===== config.mk =====
export PLATFORM = sky130hd
export DESIGN_NAME = exc_ctrl
export DESIGN_NICKNAME = d
export VERILOG_FILES = /design/src/rtl/exc_pkg.sv /design/src/rtl/cp0_regs.sv /design/src/rtl/exc_ctrl.sv
export SDC_FILE = /design/constraint.sdc
export NUM_CORES = 1
export LEC_CHECK = 0
export ABC_CLOCK_PERIOD_IN_PS = 5450
export BUFFER_PORTS_ARGS = -buffer_cell sky130_fd_sc_hd__buf_2
export CAP_MARGIN = 20
export CORE_MARGIN = 1
export CORE_UTILIZATION = 25
export CTS_CLUSTER_DIAMETER = 50
export DETAILED_ROUTE_END_ITERATION = 8
export SLEW_MARGIN = 20
export SYNTH_ARGS = -nofsm -noshare
export SYNTH_HDL_FRONTEND = slang
export SYNTH_SLANG_ARGS = --single-unit
export TNS_END_PERCENT = 5

===== constraint.sdc =====
create_clock -name clk -period 5.45 [get_ports clk]
set_input_delay 0.545 -clock clk [delete_from_list [all_inputs] [get_ports clk]]
set_output_delay 0.545 -clock clk [all_outputs]
set_load 0.03 [all_outputs]

===== src/rtl/exc_pkg.sv =====
// Shared CP0 definitions for the exception controller: register addresses,
// field positions inside SR/Cause, and the exception codes the pipeline raises.
package exc_pkg;

  localparam logic [4:0] ADDR_SR    = 5'd12;
  localparam logic [4:0] ADDR_CAUSE = 5'd13;
  localparam logic [4:0] ADDR_EPC   = 5'd14;
  localparam logic [4:0] ADDR_PRID  = 5'd15;

  localparam int SR_IE_BIT    = 0;
  localparam int SR_EXL_BIT   = 1;
  localparam int SR_IM_LO     = 10;
  localparam int SR_IM_HI     = 15;

  localparam int CAUSE_EXC_LO = 2;
  localparam int CAUSE_EXC_HI = 6;
  localparam int CAUSE_IP_LO  = 10;
  localparam int CAUSE_IP_HI  = 15;
  localparam int CAUSE_BD_BIT = 31;

  typedef enum logic [4:0] {
    EXC_INT  = 5'd0,
    EXC_ADEL = 5'd4,
    EXC_ADES = 5'd5,
    EXC_RI   = 5'd10,
    EXC_OV   = 5'd12
  } exc_code_e;

  localparam logic [31:0] HANDLER_PC_DEFAULT = 32'h0000_4180;
  localparam logic [31:0] PRID_DEFAULT       = 32'h2021_0801;

  // EPC always holds a word address, so the low two bits are forced to zero.
  function automatic logic [31:0] word_align(input logic [31:0] value);
    return {value[31:2], 2'b00};
  endfunction

endpackage


===== src/rtl/cp0_regs.sv =====
// CP0 register storage (SR, Cause, EPC) plus the mfc0 read mux.
// Exception entry takes precedence over any mtc0 write in the same cycle.
module cp0_regs
  import exc_pkg::*;
#(
  parameter logic [31:0] PRID_VAL = PRID_DEFAULT
) (
  input  logic        clk,
  input  logic        reset,
  input  logic [5:0]  hw_int,
  input  logic        we,
  input  logic [4:0]  addr,
  input  logic [31:0] wd,
  input  logic        exc_take,
  input  logic [4:0]  exc_code,
  input  logic        bd_in,
  input  logic [31:0] epc_in,
  input  logic        eret_take,
  output logic [31:0] rdata,
  output logic [5:0]  im,
  output logic        exl,
  output logic        ie,
  output logic [31:0] epc_q
);

  logic        bd;
  logic [5:0]  ip;
  logic [4:0]  exc_code_q;
  logic [31:0] sr_word;
  logic [31:0] cause_word;

  always_ff @(posedge clk or negedge reset) begin
    if (!reset) begin
      im         <= '0;
      exl        <= 1'b0;
      ie         <= 1'b0;
      bd         <= 1'b0;
      ip         <= '0;
      exc_code_q <= '0;
      epc_q      <= '0;
    end else begin
      ip <= hw_int;
      if (exc_take) begin
        exl        <= 1'b1;
        bd         <= bd_in;
        exc_code_q <= exc_code;
        epc_q      <= epc_in;
      end else begin
        if (we && addr == ADDR_SR) begin
          im  <= wd[SR_IM_HI:SR_IM_LO];
          exl <= wd[SR_EXL_BIT];
          ie  <= wd[SR_IE_BIT];
        end
        if (we && addr == ADDR_EPC) begin
          epc_q <= word_align(wd);
        end
        // eret is applied after any SR write so leaving the handler always clears EXL.
        if (eret_take) begin
          exl <= 1'b0;
        end
      end
    end
  end

  always_comb begin
    sr_word                           = '0;
    sr_word[SR_IM_HI:SR_IM_LO]        = im;
    sr_word[SR_EXL_BIT]               = exl;
    sr_word[SR_IE_BIT]                = ie;
    cause_word                        = '0;
    cause_word[CAUSE_BD_BIT]          = bd;
    cause_word[CAUSE_IP_HI:CAUSE_IP_LO]   = ip;
    cause_word[CAUSE_EXC_HI:CAUSE_EXC_LO] = exc_code_q;
  end

  always_comb begin
    rdata = '0;
    case (addr)
      ADDR_SR:    rdata = sr_word;
      ADDR_CAUSE: rdata = cause_word;
      ADDR_EPC:   rdata = epc_q;
      ADDR_PRID:  rdata = PRID_VAL;
      default:    rdata = '0;
    endcase
  end

endmodule


===== src/rtl/exc_ctrl.sv =====
// Exception/interrupt controller: decides when the M-stage instruction traps,
// which cause to record, and drives the fetch-unit redirect (exc/eret/epc).
module exc_ctrl
  import exc_pkg::*;
#(
  parameter logic [31:0] HANDLER_PC = HANDLER_PC_DEFAULT,
  parameter logic [31:0] PRID_VAL   = PRID_DEFAULT
) (
  input  logic        clk,
  input  logic        reset,
  input  logic [31:0] pc_m,
  input  logic        valid_m,
  input  logic        bd_m,
  input  logic [4:0]  exc_code_m,
  input  logic        eret_m,
  input  logic [5:0]  hw_int,
  input  logic        we,
  input  logic [4:0]  addr,
  input  logic [31:0] wd,
  output logic [31:0] rdata,
  output logic        exc,
  output logic        eret,
  output logic [31:0] epc,
  output logic [31:0] handler_pc
);

  logic [5:0]  im;
  logic        exl;
  logic        ie;
  logic [31:0] epc_q;
  logic        int_req;
  logic        internal_exc;
  logic [4:0]  exc_code_sel;
  logic [31:0] epc_next;

  // Interrupts only fire on a real instruction so EPC always points at something restartable.
  assign int_req      = (|(hw_int & im)) & ie & ~exl & valid_m;
  assign internal_exc = valid_m & (exc_code_m != 5'd0);

  // Outputs are gated by reset so nothing redirects fetch while the block is held in reset.
  assign exc  = reset & ~exl & (int_req | internal_exc);
  assign eret = reset & eret_m & ~exc;

  assign exc_code_sel = int_req ? EXC_INT : exc_code_m;
  assign epc_next     = bd_m ? (pc_m - 32'd4) : pc_m;

  // Forward an in-flight EPC write so an eret in the same cycle returns to the new address.
  always_comb begin
    epc = '0;
    if (reset) begin
      if (we && addr == ADDR_EPC) begin
        epc = word_align(wd);
      end else begin
        epc = epc_q;
      end
    end
  end

  assign handler_pc = HANDLER_PC;

  cp0_regs #(
    .PRID_VAL(PRID_VAL)
  ) u_cp0_regs (
    .clk       (clk),
    .reset     (reset),
    .hw_int    (hw_int),
    .we        (we),
    .addr      (addr),
    .wd        (wd),
    .exc_take  (exc),
    .exc_code  (exc_code_sel),
    .bd_in     (bd_m),
    .epc_in    (epc_next),
    .eret_take (eret),
    .rdata     (rdata),
    .im        (im),
    .exl       (exl),
    .ie        (ie),
    .epc_q     (epc_q)
  );

endmodule


# ---- Yosys cells after proc, flatten, opt, wreduce, memory -nomap -nowiden
# Index checks and enable logic that the tools add are counted.
# W data, S select, Z words.
dict set report word_totals {
  ff_bits 52
  output_inout_bits 98
  elab_cells 39
  inputBits 86
  n_memories 0
  mem_bits_ro 0
  latchBits 0
  ramBits 0
}
dict set report classes {
  bitwise_logic 12
  eq_ne 4
  div_mod_pow 0
  n_reduce_logical 6
  mul 0
  order_cmp 0
  muxes 9
  shift 0
  n_addsub 1
}
# operator count
set op_table {}
lappend op_table {{$mux W32} 4}
lappend op_table {{$pmux W32 S4} 1}
lappend op_table {{$sub A32 B3 Y32 const B} 1}
lappend op_table {{$eq A5 B4 Y1 const B} 4}
lappend op_table {{$and A1 B1 Y1} 8}
lappend op_table {{$and A6 B6 Y6} 1}
lappend op_table {{$reduce_or A6 Y1} 1}
lappend op_table {{$mux W5} 1}
lappend op_table {{$reduce_bool A5 Y1} 1}
lappend op_table {{$mux W1} 3}
lappend op_table {{$reduce_bool A3 Y1} 1}
lappend op_table {{$logic_and A1 B1 Y1} 2}
lappend op_table {{$not A1 Y1} 2}
lappend op_table {{$reduce_and A2 Y1} 1}
lappend op_table {{$or A1 B1 Y1} 1}

# ---- Depth between registers and ports, before layout
# Gate-level depths: netlist (run 1).
dict set report logic_depth {
  word_depth 11
  ltp_mapped 8
}

# ---- By module
# From an unflattened synthesis (run 1), not the netlist that was laid out.
dict set report unflattened {
  hier_cells 574
  area_unflattened_um2 4450.5
}
# module area_per_inst_um2 instances cells_per_inst
set modules_own_cells {}
lappend modules_own_cells {cp0_regs 2930.3 1 326}
lappend modules_own_cells {exc_ctrl 1520.2 1 248}

# ---- Worst setup path after synthesis (run 1)
# OpenSTA, ideal clock, no wires.
dict set report synth_timing {
  path_kind {input -> output}
  start {in addr[4]}
  end {out rdata[10]}
  stages 5
  arrival_time_ns 2.036
  setup_slack_ns 2.869
  path_buffers 2
  cell_sequence {and4bb_2 -> buf_2 -> clkbuf_1 -> a22oi_1 -> o21ai_0}
}
dict set report synth_between {
  elab_chain_cells 2
  elab_cells_between_ends 5
  classes_between {eq/ne (4); mux (1)}
}
# item line
set synth_lines {}
lappend synth_lines {{start, declared} exc_ctrl.sv:18} ;# input logic [4:0] addr,
lappend synth_lines {{$eq A5 B4 Y1} cp0_regs.sv:78} ;# case (addr)
lappend synth_lines {{$pmux W32 S4 *} cp0_regs.sv:78}
lappend synth_lines {{end, declared} exc_ctrl.sv:20} ;# output logic [31:0] rdata,
# Every way passes the cells marked *; elsewhere a longest branch is shown, timed or not.

# ---- Worst setup path after layout (run 1)
dict set report layout_timing {
  start {in addr[4]}
  end {out epc[8]}
}
dict set report layout_between {
  elab_chain_cells 4
}
# item line
set layout_lines {}
lappend layout_lines {{$eq A5 B4 Y1} exc_ctrl.sv:51} ;# if (we && addr == ADDR_EPC) begin
lappend layout_lines {{$logic_and A1 B1 Y1} exc_ctrl.sv:51}
lappend layout_lines {{$mux W32} -}
lappend layout_lines {{$mux W32} exc_ctrl.sv:50} ;# if (reset) begin
lappend layout_lines {{end, declared} exc_ctrl.sv:23} ;# output logic [31:0] epc,
# No other way between the ends.

==> results of run 1 <==
## state kept, by name (all words and copies together), names as in the netlist
signal / cells
u_cp0_regs.bd: 1
u_cp0_regs.epc_q: 32
u_cp0_regs.exc_code_q: 5
u_cp0_regs.exl: 1
u_cp0_regs.ie: 1
u_cp0_regs.im: 6
u_cp0_regs.ip: 6
## cells in the mapped netlist, types with 7 or more instances
library cell,number,area share
a22o_1,7,0.016
a22oi_1,8,0.016
and3_1,19,0.032
buf_4,32,0.064
clkbuf_1,16,0.016
dfrtp_1,52,0.35
inv_1,10,0.010
mux2_2,8,0.024
mux2i_1,60,0.16
nand2_1,24,0.024
nand3_1,8,0.011
nor2_1,8,0.0080
nor2b_1,39,0.065
nor3_1,10,0.013
nor4_1,10,0.017
o21ai_0,14,0.019
xnor2_1,20,0.047
xor2_1,7,0.016
## layer usage
| metal | vias to the layer above | GRT usage | share of wire |
|---|---|---|---|
| met5 | - | 0 | 0 |
| met3 | 8 | 0.0335 | 0.054 |
| met4 | 0 | 0.0283 | 0.0084 |
| met1 | 1609 | 0.191 | 0.44 |
| met2 | 119 | 0.254 | 0.49 |
| li1 | 1596 | - | - |
## metrics by stage
stage / instance area (um^2) / worst slack, ps / instances
floorplan: 3850 / 2870 / 425
global placement: 4520 / 1840 / 707
detailed placement: 4520 / 1800 / 707
CTS: 4690 / 1800 / 715
global route: 4690 / 1650 / 715
finish: 4690 / 1850 / 715
## how the worst min path moves through the flow
stage	from	to	slack (ps)	cells past startpoint
final	reset	u_cp0_regs.epc_q[31]	180	1
after global routing	reset	u_cp0_regs.epc_q[7]	210	1
after CTS	reset	u_cp0_regs.epc_q[31]	180	1
after detailed placement	reset	u_cp0_regs.epc_q[31]	510	1
after global placement	u_cp0_regs.bd	u_cp0_regs.bd	500	1
after floorplan	reset	u_cp0_regs.bd	250	0
## critical path: cells and delay by family
kind | cells | cell delay [ps]
simple gates | 3 | 1940
mux | 1 | 220
buf+inv | 2 | 340
## logic make-up (layout without fill, tap and decap cells)
group | count (synthesis) | after routing | synth area share
adders and majority gates | 1 | 1 | 0.00334
muxes | 68 | 68 | 0.185
AOI/OAI and AO/OA | 39 | 39 | 0.0702
other | 2 | 32 | 0.00201
buffers and inverters | 65 | 171 | 0.101
and+or+nand+nor | 141 | 141 | 0.227
DFF | 52 | 52 | 0.348
xor gates and xnor gates | 27 | 27 | 0.0632
## power breakdown
group          total [mW]  switching, mW  leakage [nW]  internal, mW
sequential          0.552         0.0641         0.621         0.488
combinational       0.471          0.306          1.46         0.165
clock               0.368          0.150        0.0840         0.219
total                1.39          0.520          2.16         0.871
## cell type report
type / instances / area [um^2]
fill: 1558 / 9900
multi-input combinational: 308 / 2170
sequential: 52 / 1300
timing repair buffer: 153 / 773
tap: 184 / 230
clock buffer: 5 / 125
clock inverter: 3 / 47.5
inverter: 10 / 37.5
==> impl_results.md, run 1 <==
- Nets: 617
- RSZ-0062 raised after global routing: no
- Setup violators final: 0
- Synthesis-stage register bit count: 52
- Critical path origin: addr[4]
- Largest stage delay, worst path: 970 ps
- Antenna-violating nets left: 0
- Worst Setup EP: epc[8]
- Antenna cell count: 0
- Worst Tran Pin Value: 1000 ps
- Via/cell ratio: 4.66
- WS Path Type: in2out
- Fin util: 0.321
- Clock-pin slew on the worst setup and hold paths: 70 ps
- Vias in the first global route: 3382
- Worst path cell trace: buf_2, and4bb_2, and3_2, mux2i_1, nor2b_1, buf_2
- Root buf cell: clkbuf_16
- Lkg Pwr: 2.16 nW
- Hold Path Class: in2async
- Post-Syn Area: 3740 um^2
- Final WL: 11.5 mm
- DIE HEIGHT: between 100 and 150 um
- P per Cell Area: slightly below 300 nW/um^2
- Maxcap violations: 0
- Most frequent cells in the layout: buf_2 (150), mux2i_1 (60), dfrtp_1 (52), nor2b_1 (39), conb_1 (32)
- First-pass GRT wire length: roughly 18 mm
- Setup Fix Bufs, Post-CTS: 0
- H-tree depth: 2
- Die footprint: 15500 um^2
- Most common cell after layout, fill and taps aside: buf_2
- Gr usage total: 0.149
- Post-CTS Resized: 0
- Syn. warnings: 0
- Share of post-route cells with drive strength above 1: 0.339
- Starting density of the core: 0.256
- Routed len/inst: 16.1 um
- Mean post-synth cell area: around 9.5 um^2
- Via count: between 3000 and 4000
- R2r startpoint: u_cp0_regs.im[2]
- Fraction of registers with async set/reset: 1.00
- CP required: 4910 ps
- Number of flops mapped to enable cells by yosys: 0
- CP endpoint kind: output port
- Top FF cell, synth: dfrtp_1
- Slowest CP cell: and3_2
- R2R depth: 5
- Grt ovf: 0
- Worst relative slew slack: 0.334
- Critical path launch point type: input port
- Initial DRC Count: between 100 and 150
- Initial antenna violation count: 0
- Die W: 124 um
- Drt drc: 0
- Detail Placement HPWL: 9.01 mm
- Hold Buf Count CTS: 0
- Netlist cell types: 40
- Post-route setup TNS: 0 ps
- First-pass iteration count of the detailed router: 4
- Worst path most repeated cell: buf_2
- Largest net degree at the start of global routing: 52
- Clk_lat worst skew: 290 ps
- Setup slack, reg-to-reg: 3080 ps
- Reg-to-reg endpoint: u_cp0_regs.bd
- Final worst-path cycle share: 0.661
- CTS Buf Count: 5
- Worst IR Drop VDD: 116 uV
- # rows: 44
- Hold Fails Final Rpt: 0
- Area growth syn-to-layout: 25.4%
- Clk buf depth: 2
- Syn Inst Count: approximately 400
- CP max FO: 30
- Port-buffer cells: around 150
- Run status: complete, no violations
- Arr. time, crit path: slightly above 3000 ps
- Min Hold Slack: 177 ps
- Clk sink count: 52
- Tot Pwr: 1.39 mW
- Max Clk Rate: 0.278 GHz
- CTS tree: built
- Max Transition Viols Final: 0
- GP Congestion: 0.784
- Final Skew: 7.96 ps
- Proportion of synthesized chip area in sequential cells: 0.348
- CORE AREA: 14600 um^2
- # IOs: 184
- Tmin final: 3600 ps
Note: power is estimated with default switching activity, not from simulation.
==> run 2: changes to the inputs <==
Settings changed: ABC_CLOCK_PERIOD_IN_PS 5450 to 3100.
Clock period 5.45 ns to 3.1 ns, I/O delays scaled along.
==> impl_results.md, run 2 (synthesis results as in run 1) <==
- Root buf cell: clkbuf_16
- R2R depth: 5 (unchanged)
- Hold Fails Final Rpt: 0 (unchanged)
- Arr. time, crit path: 2070 ps (-990 ps)
- Grt ovf: 0 (unchanged)
- Initial antenna violation count: 0 (unchanged)
- Reg-to-reg endpoint: u_cp0_regs.im[2]
- Detail Placement HPWL: 9.12 mm (+1.2%)
- Hold Buf Count CTS: 0 (unchanged)
- DIE HEIGHT: 124 um (unchanged)
- Via count: 3415 (+2.5%)
- RSZ-0062 raised after global routing: no
- Most common cell after layout, fill and taps aside: buf_2
- # IOs: 184 (unchanged)
- Run status: complete, no violations
- Setup violators final: 0 (unchanged)
- Met2 wire len: 5.75 mm (+0.68%)
- Antenna cell count: 0 (unchanged)
- Max Clk Rate: about 0.42 GHz
- Hold Path Class: in2async
- Max Used Layer: met4
- CTS Buf Count: 5 (unchanged)
- Tmin final: approximately 2400 ps
- Port-buffer cells: 151 (unchanged)
- Fin util: 0.325 (+0.00335)
- Most frequent cells in the layout: buf_2 (150), mux2i_1 (60), dfrtp_1 (52), nor2b_1 (39), conb_1 (32)
- R2r startpoint: u_cp0_regs.im[2]
- First-pass GRT wire length: 18.7 mm (+3.0%)
- Nets: 622 (+0.81%)
- First-pass iteration count of the detailed router: 4 (unchanged)
- Fill cells: 1545 (-0.83%)
- Lkg Pwr: 2.19 nW (+1.1%)
- CTS tree: built
- Clk sink count: 52 (unchanged)
- Setup Fix Bufs, Post-CTS: 0 (unchanged)
- CP required: 2790 ps (-2120 ps)
- Critical path launch point type: flop
- Cells after DPL: 712 (+0.71%)
- Starting density of the core: 0.256 (unchanged)
- CORE AREA: 14600 um^2 (unchanged)
- H-tree depth: 2 (unchanged)
- CP max FO: 35 (+17%)
- Final WL: 11.8 mm (+2.4%)
- Largest reg by FF count: u_cp0_regs.epc_q
- Met3 routed WL: 742 um (+18%)
- Max Transition Viols Final: 0 (unchanged)
- Final Skew: 6.82 ps (-1.14 ps)
- Post-route insts no fill: 720 (+0.70%)
- Maxcap violations: 0 (unchanged)
- Clk buf depth: 2 (unchanged)
- Worst Tran Pin Value: 687 ps (-313 ps)
- Area growth syn-to-layout: 26.7%
- Post-CTS Resized: 0 (unchanged)
- Post-route setup TNS: 0 ps (unchanged)
- WS Path Type: reg2out
- Initial DRC Count: 119 (+4.4%)
- Critical path origin: u_cp0_regs.im[1]
- Routed len/inst: 16.4 um (+1.7%)
- Vias in the first global route: 3385 (+0.089%)
- Top Registers: u_cp0_regs.epc_q (32), u_cp0_regs.im (6), u_cp0_regs.ip (6)
- Largest net degree at the start of global routing: 54 (+3.8%)
- Via/cell ratio: 4.74 (+1.8%)
- Setup slack, reg-to-reg: 930 ps (-2150 ps)
- # rows: 44 (unchanged)
- Worst IR Drop VDD: 213 uV (+83%)
- CP endpoint kind: output port
- DRT met1 WL: 5.17 mm (+1.1%)
- Drt drc: 0 (unchanged)
- Largest register FFs: 32 (unchanged)
- Share of post-route cells with drive strength above 1: 0.345 (+0.00617)
- P per Cell Area: 523 nW/um^2 (+76%)
- Clock-pin slew on the worst setup and hold paths: 80 ps (about the same)
- Worst relative slew slack: 0.540 (+0.207)
- GP Congestion: 0.816 (+4.1%)
- Worst Setup EP: eret
- Gr usage total: 0.154 (+0.00515)
- Final worst-path cycle share: 0.769
- Die W: 124 um (unchanged)
- Die footprint: 15500 um^2 (unchanged)
- Clk_lat worst skew: 310 ps (+20 ps)
- Antenna-violating nets left: 0 (unchanged)
[run 2: cell types whose count changed in the layout (fill, tap and decap cells not counted), sizes merged]
cell | before | now
clkinv | 2 | 0
buf | 153 | 158
inv | 10 | 11
clkinvlp | 0 | 1
[run 2: metrics by stage]
stage          hold WS, ps  worst slack, ps  cell area (um^2)  total power, mW
3_5_place_dp           413              818              4570             1.82
2_1_floorplan         14.4              989              3850             1.55
5_1_grt               87.8              545              4740             2.63
3_3_place_gp           405              838              4570             1.80
6_report              62.4              716              4740             2.48
4_1_cts               80.2              658              4740             2.51
[run 2: how the worst min path moves through the flow]
stage | start | to | slack, ps | depth (start not counted)
CTS | reset | u_cp0_regs.ie | 80 | 2
finish | reset | u_cp0_regs.epc_q[6] | 60 | 2
global route | reset | u_cp0_regs.im[0] | 90 | 2
detailed placement | reset | u_cp0_regs.exc_code_q[3] | 410 | 2
global placement | reset | u_cp0_regs.epc_q[2] | 400 | 2
floorplan | reset | u_cp0_regs.bd | 10 | 0
[run 2: cell type report]
cell class / instances / area (um^2) / area share
clock buffers: 5 / 125 / 0.0264
clock inverters: 3 / 46.3 / 0.00977
inverters: 10 / 37.5 / 0.00792
multi-input cells: 308 / 2170 / 0.459
flip-flops and latches: 52 / 1300 / 0.275
well taps: 184 / 230 / 0.0486
repair buffers: 158 / 823 / 0.174
[run 2: critical path, cell delays in order, from the launching register on]
cell and delay (ps):
dfrtp_1 380, a22oi_1 100, a31oi_1 300, o211a_2 280, buf_4 420, nor2b_1 90, buf_2 190
[run 2: layer usage]
layer / global-route usage / up-vias
met5: 0 / -
met4: 0.0376 / 0
met3: 0.0430 / 10
met2: 0.252 / 133
met1: 0.199 / 1670
li1: - / 1602
[run 2: where the power goes]
group,internal (mW),leakage (nW),switching [mW]
Combinational,0.293,1.48,0.538
Sequential,0.857,0.621,0.115
Clock,0.385,0.0804,0.290
==> run 3: changes to the inputs <==
Settings changed: ABC_CLOCK_PERIOD_IN_PS 3100 to 2100.
Clock period 3.1 ns to 2.1 ns, I/O delays scaled along.
==> impl_results.md, run 3 (synthesis results as in run 1) <==
- Die W: 124 um (unchanged)
- Sw Share: 0.379 (-0.00151)
- Max Transition Viols Final: 0 (unchanged)
- Reg power frac: 0.389 (-0.003)
- Slowest CP cell: dfrtp_1
- Area growth syn-to-layout: 31.2%
- P per Cell Area: 754 nW/um^2 (+44%)
- H-tree depth: 2 (unchanged)
- CP Depth: 6 (unchanged)
- CTS tree: built
- Drt drc: 0 (unchanged)
- Hold Path Class: in2reg
- Arr. time, crit path: 1810 ps (-260 ps)
- Clk buf depth: 2 (unchanged)
- Gr usage total: 0.152 (-0.00223)
- Via/cell ratio: 4.58 (-3.4%)
- Detail Placement HPWL: 9.43 mm (+3.5%)
- CTS Buf Count: 5 (unchanged)
- Switching pwr: 1.40 mW (+49%)
- Antenna-violating nets left: 0 (unchanged)
- First-pass iteration count of the detailed router: 5 (+1)
- Worst Setup EP: eret
- # IOs: 184 (unchanged)
- CORE AREA: 14600 um^2 (unchanged)
- Run status: complete, no violations
- Top cell family by delay on the critical path: compound AO/OA/AOI/OAI gates
- Top Registers: u_cp0_regs.epc_q (32), u_cp0_regs.im (6), u_cp0_regs.ip (6)
- DIE HEIGHT: 124 um (unchanged)
- Min Hold Slack: 41.5 ps (-20.9 ps)
- Most frequent cells in the layout: buf_2 (149), mux2i_1 (60), dfrtp_1 (52), nor2b_1 (38), conb_1 (32)
- Routed len/inst: 16.3 um (-0.98%)
- Post-route setup TNS: 0 ps (unchanged)
- Lkg Pwr: 2.27 nW (+3.7%)
- Max Clk Rate: 0.495 GHz
- P_int: 2.30 mW (+50%)
- Final Skew: 8.86 ps (+2.04 ps)
- RSZ-0062 raised after global routing: no
- Setup violators final: 0 (unchanged)
- Via count: 3364 (-1.5%)
- Critical path launch point type: flop
- Largest register FFs: 32 (unchanged)
- # rows: 44 (unchanged)
- Largest reg by FF count: u_cp0_regs.epc_q
- WS Path Type: reg2out
- Vias in the first global route: 3422 (+1.1%)
- Combinational power share: 0.347 (+0.012)
- Initial antenna violation count: 0 (unchanged)
- GP Congestion: 0.811 (-0.64%)
- Grt ovf: 0 (unchanged)
- Largest stage delay, worst path: 410 ps (about the same)
- Fill cells: 1541 (-0.26%)
- Setup slack, reg-to-reg: 280 ps (-650 ps)
- Nets: 636 (+2.3%)
- Clk_lat worst skew: 300 ps (about the same)
- CP max FO: 30 (-14%)
- Clock-pin slew on the worst setup and hold paths: 70 ps (about the same)
- Maxcap violations: 0 (unchanged)
- Initial DRC Count: 118 (-0.84%)
- First-pass GRT wire length: 18.7 mm (unchanged)
- Worst IR Drop VDD: 340 uV (+60%)
- Clk sink count: 52 (unchanged)
- Root buf cell: clkbuf_16
- Final WL: 11.9 mm (+0.95%)
- Worst path cell trace: a22oi_2, a31oi_4, o211a_4, buf_12, nor2b_4, buf_6
- Most common cell after layout, fill and taps aside: buf_2
- Hold Fails Final Rpt: 0 (unchanged)
- WP buf/inv: 2 (unchanged)
- Reg-to-reg endpoint: u_cp0_regs.im[4]
- R2r startpoint: u_cp0_regs.im[2]
- Starting density of the core: 0.256 (unchanged)
- R2R depth: 6 (+1)
- Port-buffer cells: 151 (unchanged)
- CP required: 1890 ps (-900 ps)
- Tmin final: 2020 ps
- Clk network pwr share: 0.265 (-0.007)
- CP endpoint kind: output port
- Share of post-route cells with drive strength above 1: 0.369 (+0.0239)
- Die footprint: 15500 um^2 (unchanged)
- Antenna cell count: 0 (unchanged)
- Critical path origin: u_cp0_regs.im[2]
- Final worst-path cycle share: 0.962
- Largest net degree at the start of global routing: 31 (-43%)
-- run 3: area by class of cell --
cell class	count	area [um^2]	area share
inverter	10	37.5	0.00765
tap	184	230	0.0469
multi-input combinational	308	2220	0.452
sequential	52	1300	0.265
timing repair buffer	172	950	0.193
clock inverter	3	46.3	0.00943
clock buffer	5	125	0.0255
-- run 3: metal layers --
metal | GRT usage | part of all wire | up-vias
met4 | 0.0418 | 0.019 | 0
met5 | 0 | 0 | -
met3 | 0.0245 | 0.049 | 14
met2 | 0.255 | 0.49 | 125
met1 | 0.199 | 0.45 | 1596
li1 | - | - | 1629
-- run 3: metrics by stage --
stage	cells	total power [mW]	area [um^2]	setup WS [ps]	utilization
global placement	725	2.69	4680	15.8	0.321
finish	734	3.70	4910	80.4	0.337
detailed placement	725	2.71	4680	86.5	0.321
floorplan	425	2.29	3850	173	-
CTS	734	3.71	4870	5.90	0.334
global route	734	3.90	4910	10.2	0.337
-- run 3: worst min-delay path by stage --
stage,depth (start not counted),end,from,slack [ps]
6_report,1,u_cp0_regs.ip[2],hw_int[2],40
5_1_grt,1,u_cp0_regs.ip[2],hw_int[2],30
4_1_cts,1,u_cp0_regs.ip[0],hw_int[0],20
3_5_place_dp,1,u_cp0_regs.bd,reset,80
3_3_place_gp,1,u_cp0_regs.bd,reset,80
2_1_floorplan,0,u_cp0_regs.bd,reset,-90
-- run 3: timing repair --
action	4_1_cts	5_1_grt
setup buffers	0	0
hold buffers	1	0
resized for setup	2	9
hold endpoints to repair	7	0
pin swaps	0	1
endpoints found under the setup margin	1	1
-- run 3: power groups by stage --
| stage | registers, mW | logic [mW] | clock network, mW |
|---|---|---|---|
| global placement | 1.45 | 1.25 | 0 |
| global route | 1.47 | 1.40 | 1.03 |
| CTS | 1.43 | 1.28 | 1.00 |
| finish | 1.44 | 1.28 | 0.980 |
| floorplan | 1.38 | 0.905 | 0 |
| detailed placement | 1.44 | 1.27 | 0 |
